===== src/rtl/instr_fetch_unit.sv =====
// instr_fetch_unit
//   Instruction fetch stage feeding opcode_decoder. Holds the PC, fetches
//   32-bit words over a one-cycle request / valid-strobe handshake, resolves
//   JUMP and BRA, holds on downstream stall, re-issues a fetch after TIMEOUT
//   silent WAIT cycles and stops for good on HALT.
//
// Ports
//   clock, reset      clock and asynchronous active-high reset
//   imem_req          one-cycle fetch request (high in FETCH)
//   imem_addr         word address of the fetch (the PC)
//   imem_rdata        instruction word, sampled with imem_valid in WAIT
//   imem_valid        memory response strobe
//   stall             downstream hold while an instruction is issued
//   branch_cond       BRA condition, sampled when leaving ISSUE
//   instr             captured instruction word
//   instr_valid       high while an instruction is issued
//   opcode            instr[31:26] while issued, NOP (0) otherwise
//   pc_out            address of the word held in instr
//   halted            high once HALT has been executed
//   fetch_err         sticky memory-timeout flag, cleared only by reset
module instr_fetch_unit #(
  parameter int unsigned         PC_WIDTH = 8,
  parameter logic [PC_WIDTH-1:0] RESET_PC = '0,
  parameter int unsigned         TIMEOUT  = 15
) (
  input  logic                clock,
  input  logic                reset,
  output logic                imem_req,
  output logic [PC_WIDTH-1:0] imem_addr,
  input  logic [31:0]         imem_rdata,
  input  logic                imem_valid,
  input  logic                stall,
  input  logic                branch_cond,
  output logic [31:0]         instr,
  output logic                instr_valid,
  output logic [5:0]          opcode,
  output logic [PC_WIDTH-1:0] pc_out,
  output logic                halted,
  output logic                fetch_err
);

  localparam logic [5:0] OP_JUMP  = 6'b010101;
  localparam logic [5:0] OP_BRA   = 6'b010110;
  localparam logic [5:0] OP_HALT  = 6'b111111;
  localparam logic [7:0] CNT_LAST = 8'(TIMEOUT - 1);

  typedef enum logic [2:0] {
    S_IDLE,
    S_FETCH,
    S_WAIT,
    S_ISSUE,
    S_HALT
  } state_t;

  state_t              state, state_d;
  logic [PC_WIDTH-1:0] pc, pc_d, pc_out_d;
  logic [PC_WIDTH-1:0] pc_seq, pc_bra;
  logic [31:0]         instr_d, imm_sext;
  logic [7:0]          cnt, cnt_d;
  logic                err_d;

  // Branch target computed at 32 bits and truncated, so negative offsets
  // wrap naturally within the PC width.
  assign imm_sext = {{16{instr[15]}}, instr[15:0]};
  assign pc_seq   = pc + PC_WIDTH'(1);
  assign pc_bra   = PC_WIDTH'(32'(pc_seq) + imm_sext);

  always_ff @(posedge clock or posedge reset) begin
    if (reset) begin
      state     <= S_IDLE;
      pc        <= RESET_PC;
      instr     <= '0;
      pc_out    <= RESET_PC;
      cnt       <= '0;
      fetch_err <= 1'b0;
    end else begin
      state     <= state_d;
      pc        <= pc_d;
      instr     <= instr_d;
      pc_out    <= pc_out_d;
      cnt       <= cnt_d;
      fetch_err <= err_d;
    end
  end

  always_comb begin
    state_d  = state;
    pc_d     = pc;
    instr_d  = instr;
    pc_out_d = pc_out;
    cnt_d    = cnt;
    err_d    = fetch_err;
    case (state)
      S_IDLE:  state_d = S_FETCH;
      S_FETCH: begin
        state_d = S_WAIT;
        cnt_d   = '0;
      end
      S_WAIT: begin
        // A response on the timeout cycle still counts as a hit.
        if (imem_valid) begin
          instr_d  = imem_rdata;
          pc_out_d = pc;
          state_d  = S_ISSUE;
        end else if (cnt == CNT_LAST) begin
          err_d   = 1'b1;
          state_d = S_FETCH;
        end else begin
          cnt_d = cnt + 8'd1;
        end
      end
      S_ISSUE: begin
        if (!stall) begin
          case (instr[31:26])
            OP_JUMP: pc_d = instr[PC_WIDTH-1:0];
            OP_BRA:  pc_d = branch_cond ? pc_bra : pc_seq;
            default: pc_d = pc_seq;
          endcase
          state_d = (instr[31:26] == OP_HALT) ? S_HALT : S_FETCH;
        end
      end
      S_HALT:  state_d = S_HALT;
      default: state_d = S_IDLE;
    endcase
  end

  assign imem_req    = (state == S_FETCH);
  assign imem_addr   = pc;
  assign instr_valid = (state == S_ISSUE);
  assign halted      = (state == S_HALT);
  assign opcode      = instr_valid ? instr[31:26] : '0;

endmodule


===== config.mk =====
export PLATFORM = sky130hd
export DESIGN_NAME = instr_fetch_unit
export DESIGN_NICKNAME = d
export VERILOG_FILES = /design/src/rtl/instr_fetch_unit.sv
export SDC_FILE = /design/constraint.sdc
export NUM_CORES = 1
export LEC_CHECK = 0
export ABC_AREA = 1
export CAP_MARGIN = 20
export CORE_ASPECT_RATIO = 1.2
export CORE_MARGIN = 5
export CORE_UTILIZATION = 52
export CTS_CLUSTER_DIAMETER = 40
export DETAILED_ROUTE_END_ITERATION = 7
export PLACE_DENSITY_LB_ADDON = 0.1
export SLEW_MARGIN = 20
export SYNTH_ARGS = -nofsm -noshare
export SYNTH_HDL_FRONTEND = slang
export SYNTH_SLANG_ARGS = --single-unit

===== constraint.sdc =====
create_clock -name clock -period 4.4 [get_ports clock]
set_input_delay 1.32 -clock clock [delete_from_list [all_inputs] [get_ports clock]]
set_output_delay 1.32 -clock clock [all_outputs]
set_load 0.02 [all_outputs]

==> results.cfg, run 1 <==
[grt]
grt_max_degree = 55
antenna_found_initial = 0
grt_pass1_vias = 2881
track_usage_pct = 21.6
grt_pass1_wl_mm = 14.1
grt_overflow_total = 0

[synthesis]
synthMuxAreaShare_pct = 11.7
async_flop_share_pct = 100
avgSynthCellArea_sq_um = 9.31
ys.flop_type = dfrtp_1
ys_warn_count = 0
synth_area_sq_um = 3330
synth_seq_cells = 60
yosysSeqAreaShare_pct = 45.0
synth_nets = 407
synth_top_family_by_area = simple AND/OR/NAND/NOR gates
netlist-cell-type-count = 40
synthAdderAreaFrac_pct = 4.73
synth_edf_count = 0
netlist_instances = 358
synthSimpleGateAreaFrac_pct = 21.3
synth-xor-area-share_pct = 1.58
synth_compound_area_share_pct = 9.04

[timing]
finalWorstSetupSlack_ps = 1110
setup_viol = 0
timing.fmax_mhz = 304
final_hold_viol_count = 0
tightest_slew_ps = 755
slew_headroom_pct = 49.6
fin_crit_sh_pct = 74.7
tns_ps = 0
period_minus_slack_ps = 3290
finClkSkew_ps = 7.76
rsz0062_at_grt = no
slew_violations = 0

[die]
die_y_microns = 97.7
pin_count = 95
num_rows = 32
core-area_sq_um = 6330
dieArea_sq_um = 8120
start_util_pct = 52.7
fp.dieW_microns = 83.1

[placement]
place_inst = 533
placed_cell_area_sq_um = 4350
dpl.hpwl_mm = 6.39
pre_cts_ws_ps = 1440
gp_congestion = 0.865
portBuffers = 94

[setup_path]
crit_path_max_fanout = 6
arrival_ps = 1970
crit_type = reg -> out
reg2reg_depth = 15
end_kind = output pin
required_ps = 3080
crit_path_start_kind = flip-flop

[route]
drtPass1Iterations = 4
routed_via_density = 5.21
vias = 2863
drt_iter0_drc = 129
wl_mm = 8.33
drc_errors = 0
route.antenna.remaining_nets = 0
post_drt_wl_per_cell_microns = 15.2

[clock_network]
clk_latency_ps = 330
cts_hold_buf = 0
post-cts-setup-buffers = 0
cts_tree = built
cts-buffers-inserted = 9
clockBufferDepth = 2
ctsResizeCount = 0
root_buffer = clkbuf_8
clk_pin_slew_ps = 70
cts_sinks = 60
htree_levels = 3

[pwr]
ir_drop_v = 0.000429
leakage_nw = 2.19
power.density_nw_per_um2 = 826

[finish]
final_area_sq_um = 4540
multi_input_area_sq_um = 1610
ff_latch_area_sq_um = 1500
mostFrequentLayoutCells = 94 x clkdlybuf4s50_1, 60 x dfrtp_1, 50 x nand2_1, 42 x nor2_1, 41 x inv_1
layout_commonest_cell = clkdlybuf4s50_1
stdcell_count = 549
fin_nets = 508
drive_gt1_share_pct = 14.2
diodes = 0
fillCellCount = 526
area_growth_syn_to_layout_pct = 36.2

[outcome]
status = completed

[job]
cap_viol_max_count = 0

[worst_hold_path]
min_path_cells = 1
hp-class = reg -> reg
[report_power, final]
| group | internal, mW | total [mW] | switching, mW | leakage (nW) |
|---|---|---|---|---|
| clock network | 0.258 | 0.483 | 0.225 | 0.0910 |
| registers | 0.788 | 0.993 | 0.206 | 0.712 |
| logic | 1.05 | 2.27 | 1.22 | 1.39 |
[cells in the mapped netlist, types with 2 or more instances]
master,number,area [sq um]
mux2_2,4,45.0
nand3b_1,2,15.0
nand3_1,21,105
mux2_4,23,345
nor3_1,6,30.0
nand2_1,50,188
inv_1,42,158
nor2_1,42,158
a21oi_1,26,130
nand2_2,3,18.8
inv_2,2,7.51
buf_2,2,10.0
nor3_2,2,20.0
nand2_4,3,33.8
ha_1,11,138
xor2_1,5,43.8
buf_6,3,33.8
a31oi_1,5,31.3
dfrtp_1,60,1500
nand4_1,7,43.8
or2_2,3,18.8
o21ai_0,18,90.1
[per-stage QoR]
stage	util, %	power [mW]	hold slack (ps)
global placement	68.8	3.23	441
detailed placement	68.8	3.28	460
finish	71.8	3.75	476
global route	71.8	4.05	497
floorplan	-	2.44	514
CTS	71.8	3.77	474
[worst paths after layout]
| check | end | from | slack [ps] |
|---|---|---|---|
| max in group asynchronous | instr[7] | reset | 2350 |
| worst max register to register | imem_addr[7] | imem_addr[1] | 1810 |
| worst min register to register | fetch_err | fetch_err | 480 |
| min in group asynchronous | imem_addr[6] | reset | 1390 |
| worst max-delay path | imem_req | state[0] | 1110 |
| worst min-delay path | fetch_err | fetch_err | 480 |
[worst max-delay path, cell delays in order, from the launching register on]
cell,delay (ps)
dfrtp_1,480
inv_2,100
nor2_1,170
nand2_2,140
inv_1,130
clkdlybuf4s50_1,620
[flip-flops by register name (all words and copies together) (netlist names)]
| signal | flops |
|---|---|
| fetch_err | 1 |
| instr | 32 |
| cnt | 8 |
| state | 3 |
| imem_addr | 8 |
| pc_out | 8 |
[layer usage]
layer	global-route usage, %	part of all wire [%]
met5	0	0
met4	7.92	1.5
met3	5.09	5.1
met2	38.4	54
met1	25.3	40
[logic make-up (layout without fill, tap and decap cells)]
family          Yosys count  after routing
mux                      27             27
xor+xnor                  6              6
fa+ha+maj                12             12
flops                    60             60
compound gates           56             56
simple gates            146            146
buf+inv                  51            157
[final cells by class]
| cell class | instances | area share, % |
|---|---|---|
| Timing Repair Buffer | 96 | 21.1 |
| Sequential cell | 60 | 33.1 |
| Clock buffer | 9 | 2.73 |
| Clock inverter | 7 | 1.49 |
| Inverter | 45 | 3.83 |
| Multi-Input combinational cell | 247 | 35.5 |
| Tap cell | 85 | 2.34 |
No activity file was read; power rests on OpenSTA's default activity.
==> run 2, diff against run 1 <==
--- a/config.mk
+++ b/config.mk
@@ -9,7 +9,7 @@
 export CAP_MARGIN = 20
 export CORE_ASPECT_RATIO = 1.2
 export CORE_MARGIN = 5
-export CORE_UTILIZATION = 52
+export CORE_UTILIZATION = 48
 export CTS_CLUSTER_DIAMETER = 40
 export DETAILED_ROUTE_END_ITERATION = 7
 export PLACE_DENSITY_LB_ADDON = 0.1
==> constraint.sdc (replaced) <==
create_clock -name clock -period 3.2 [get_ports clock]
set_input_delay 0.96 -clock clock [delete_from_list [all_inputs] [get_ports clock]]
set_output_delay 0.96 -clock clock [all_outputs]
set_load 0.02 [all_outputs]
==> run 2 against run 1 <==
  * Combinational power rose by 37%
  * Largest cell class unchanged
  * Power rose by 42%
  * Worst hold slack got worse by 18 ps
  * Via count fell by 2.3%
==> results.cfg, run 2 (same netlist as run 1, synthesis figures left out) <==
[grt]
grt_overflow_total = 0
grt_pass1_vias = 2779
antenna_found_initial = 0
track_usage_pct = 19.4
grt_max_degree = 55
grt_pass1_wl_mm = 13.5

[setup_path]
r2r-start = imem_addr[1]
crit_path_start_kind = flip-flop
required_ps = 2240
crit_buf_inv = 3
crit_path_max_fanout = 6
crit-reg2reg-capture = imem_addr[7]
crit_chain = inv_2 > nor2_1 > nand2_2 > inv_1 > clkdlybuf4s50_1
end_kind = output pin
cp_num_cells = 5
cpPeakStageDelay_ps = 610
arrival_ps = 1980
slowest_stage = clkdlybuf4s50_1
reg2reg_depth = 15
rrSetupSlack_ps = 740
crit_type = reg -> out
cp_top_family = buffers and inverters

[die]
start_util_pct = 48.9
num_rows = 33
die_y_microns = 101
dieArea_sq_um = 8720
core-area_sq_um = 6810
fp.dieW_microns = 86.1
pin_count = 95

[finish]
mostFrequentLayoutCells = 94 x clkdlybuf4s50_1, 60 x dfrtp_1, 50 x nand2_1, 42 x nor2_1, 41 x inv_1
diodes = 0
drive_gt1_share_pct = 14.2
largest_reg_flops = 32
layout_commonest_cell = clkdlybuf4s50_1
largest-register = instr
fin_nets = 508
stdcell_count = 551
area_growth_syn_to_layout_pct = 37.9
fillCellCount = 600
fin_util_pct = 67.5

[route]
drc_errors = 0
met3WireLength_microns = 318
wl_met2_mm = 4.33
top_layer = met4
routedLengthMet1_mm = 3.43
routed_via_density = 5.08
drtPass1Iterations = 4
route.antenna.remaining_nets = 0
drt_iter0_drc = 110
wl_mm = 8.15
vias = 2797
post_drt_wl_per_cell_microns = 14.8

[pwr]
ir_drop_v = 0.000836
leakage_nw = 2.22
power.density_nw_per_um2 = 1160
total_power_mw = 5.32

[job]
cap_viol_max_count = 0

[placement]
gp_congestion = 0.850
portBuffers = 94
place_inst = 535
dpl.hpwl_mm = 6.25

[clock_network]
cts_tree = built
cts-buffers-inserted = 9
htree_levels = 3
cts_hold_buf = 0
root_buffer = clkbuf_8
post-cts-setup-buffers = 0
clk_latency_ps = 330
ctsResizeCount = 0
clk_pin_slew_ps = 70
cts_sinks = 60
clockBufferDepth = 2

[timing]
finClkSkew_ps = 5.21
tightest_slew_ps = 759
rsz0062_at_grt = no
whs_ps = 458
final_hold_viol_count = 0
slew_headroom_pct = 49.4
slew_violations = 0
period_minus_slack_ps = 2940
timing.fmax_mhz = 340
setup_viol = 0
tns_ps = 0
fin_crit_sh_pct = 91.8

[worst_hold_path]
min-delay-start = fetch_err
min_path_cells = 1
hp-class = reg -> reg
holdPathEnd = fetch_err

[outcome]
status = completed
==> run 2: cell types whose count changed in the layout (fill, tap and decap cells not counted) <==
cell / previous run / this run
bufinv_16: 1 / 3
clkinv_2: 3 / 0
clkinv_4: 1 / 3
clkinvlp_4: 3 / 1
inv_6: 0 / 1
==> run 2: worst max path at each step <==
stage / slack [ps] / endpoint / start
floorplan: 760 / cnt[0] / reset
CTS: 240 / imem_req / state[0]
finish: 260 / imem_req / state[0]
global placement: 640 / pc_out[1] / imem_valid
detailed placement: 600 / instr[24] / imem_valid
global route: 130 / imem_req / state[0]
==> run 2: final cells by class <==
| cell class | instances | area (sq um) | area share (%) |
|---|---|---|---|
| clock buffers | 9 | 124 | 2.69 |
| repair buffers | 96 | 956 | 20.8 |
| clock inverters | 7 | 124 | 2.69 |
| multi-input cells | 247 | 1610 | 35.0 |
| well taps | 87 | 109 | 2.37 |
| inverters | 45 | 174 | 3.78 |
| flip-flops and latches | 60 | 1500 | 32.6 |
==> run 2: metal layers <==
metal	vias to the layer above	global-route usage, %
met5	-	0
met4	0	5.36
met3	6	4.23
met2	65	35.1
met1	1327	23.1
li1	1399	-
==> run 2: where the power goes <==
group	internal, mW	switching (mW)	leakage, nW
Sequential	1.08	0.280	0.712
Clock	0.522	0.313	0.120
Combinational	1.45	1.68	1.39
==> run 2: metrics by stage <==
stage	setup slack (ps)	instance area, sq um
after floorplan	755	3330
after detailed placement	598	4350
after global routing	130	4600
after global placement	635	4350
final	263	4600
after CTS	244	4600
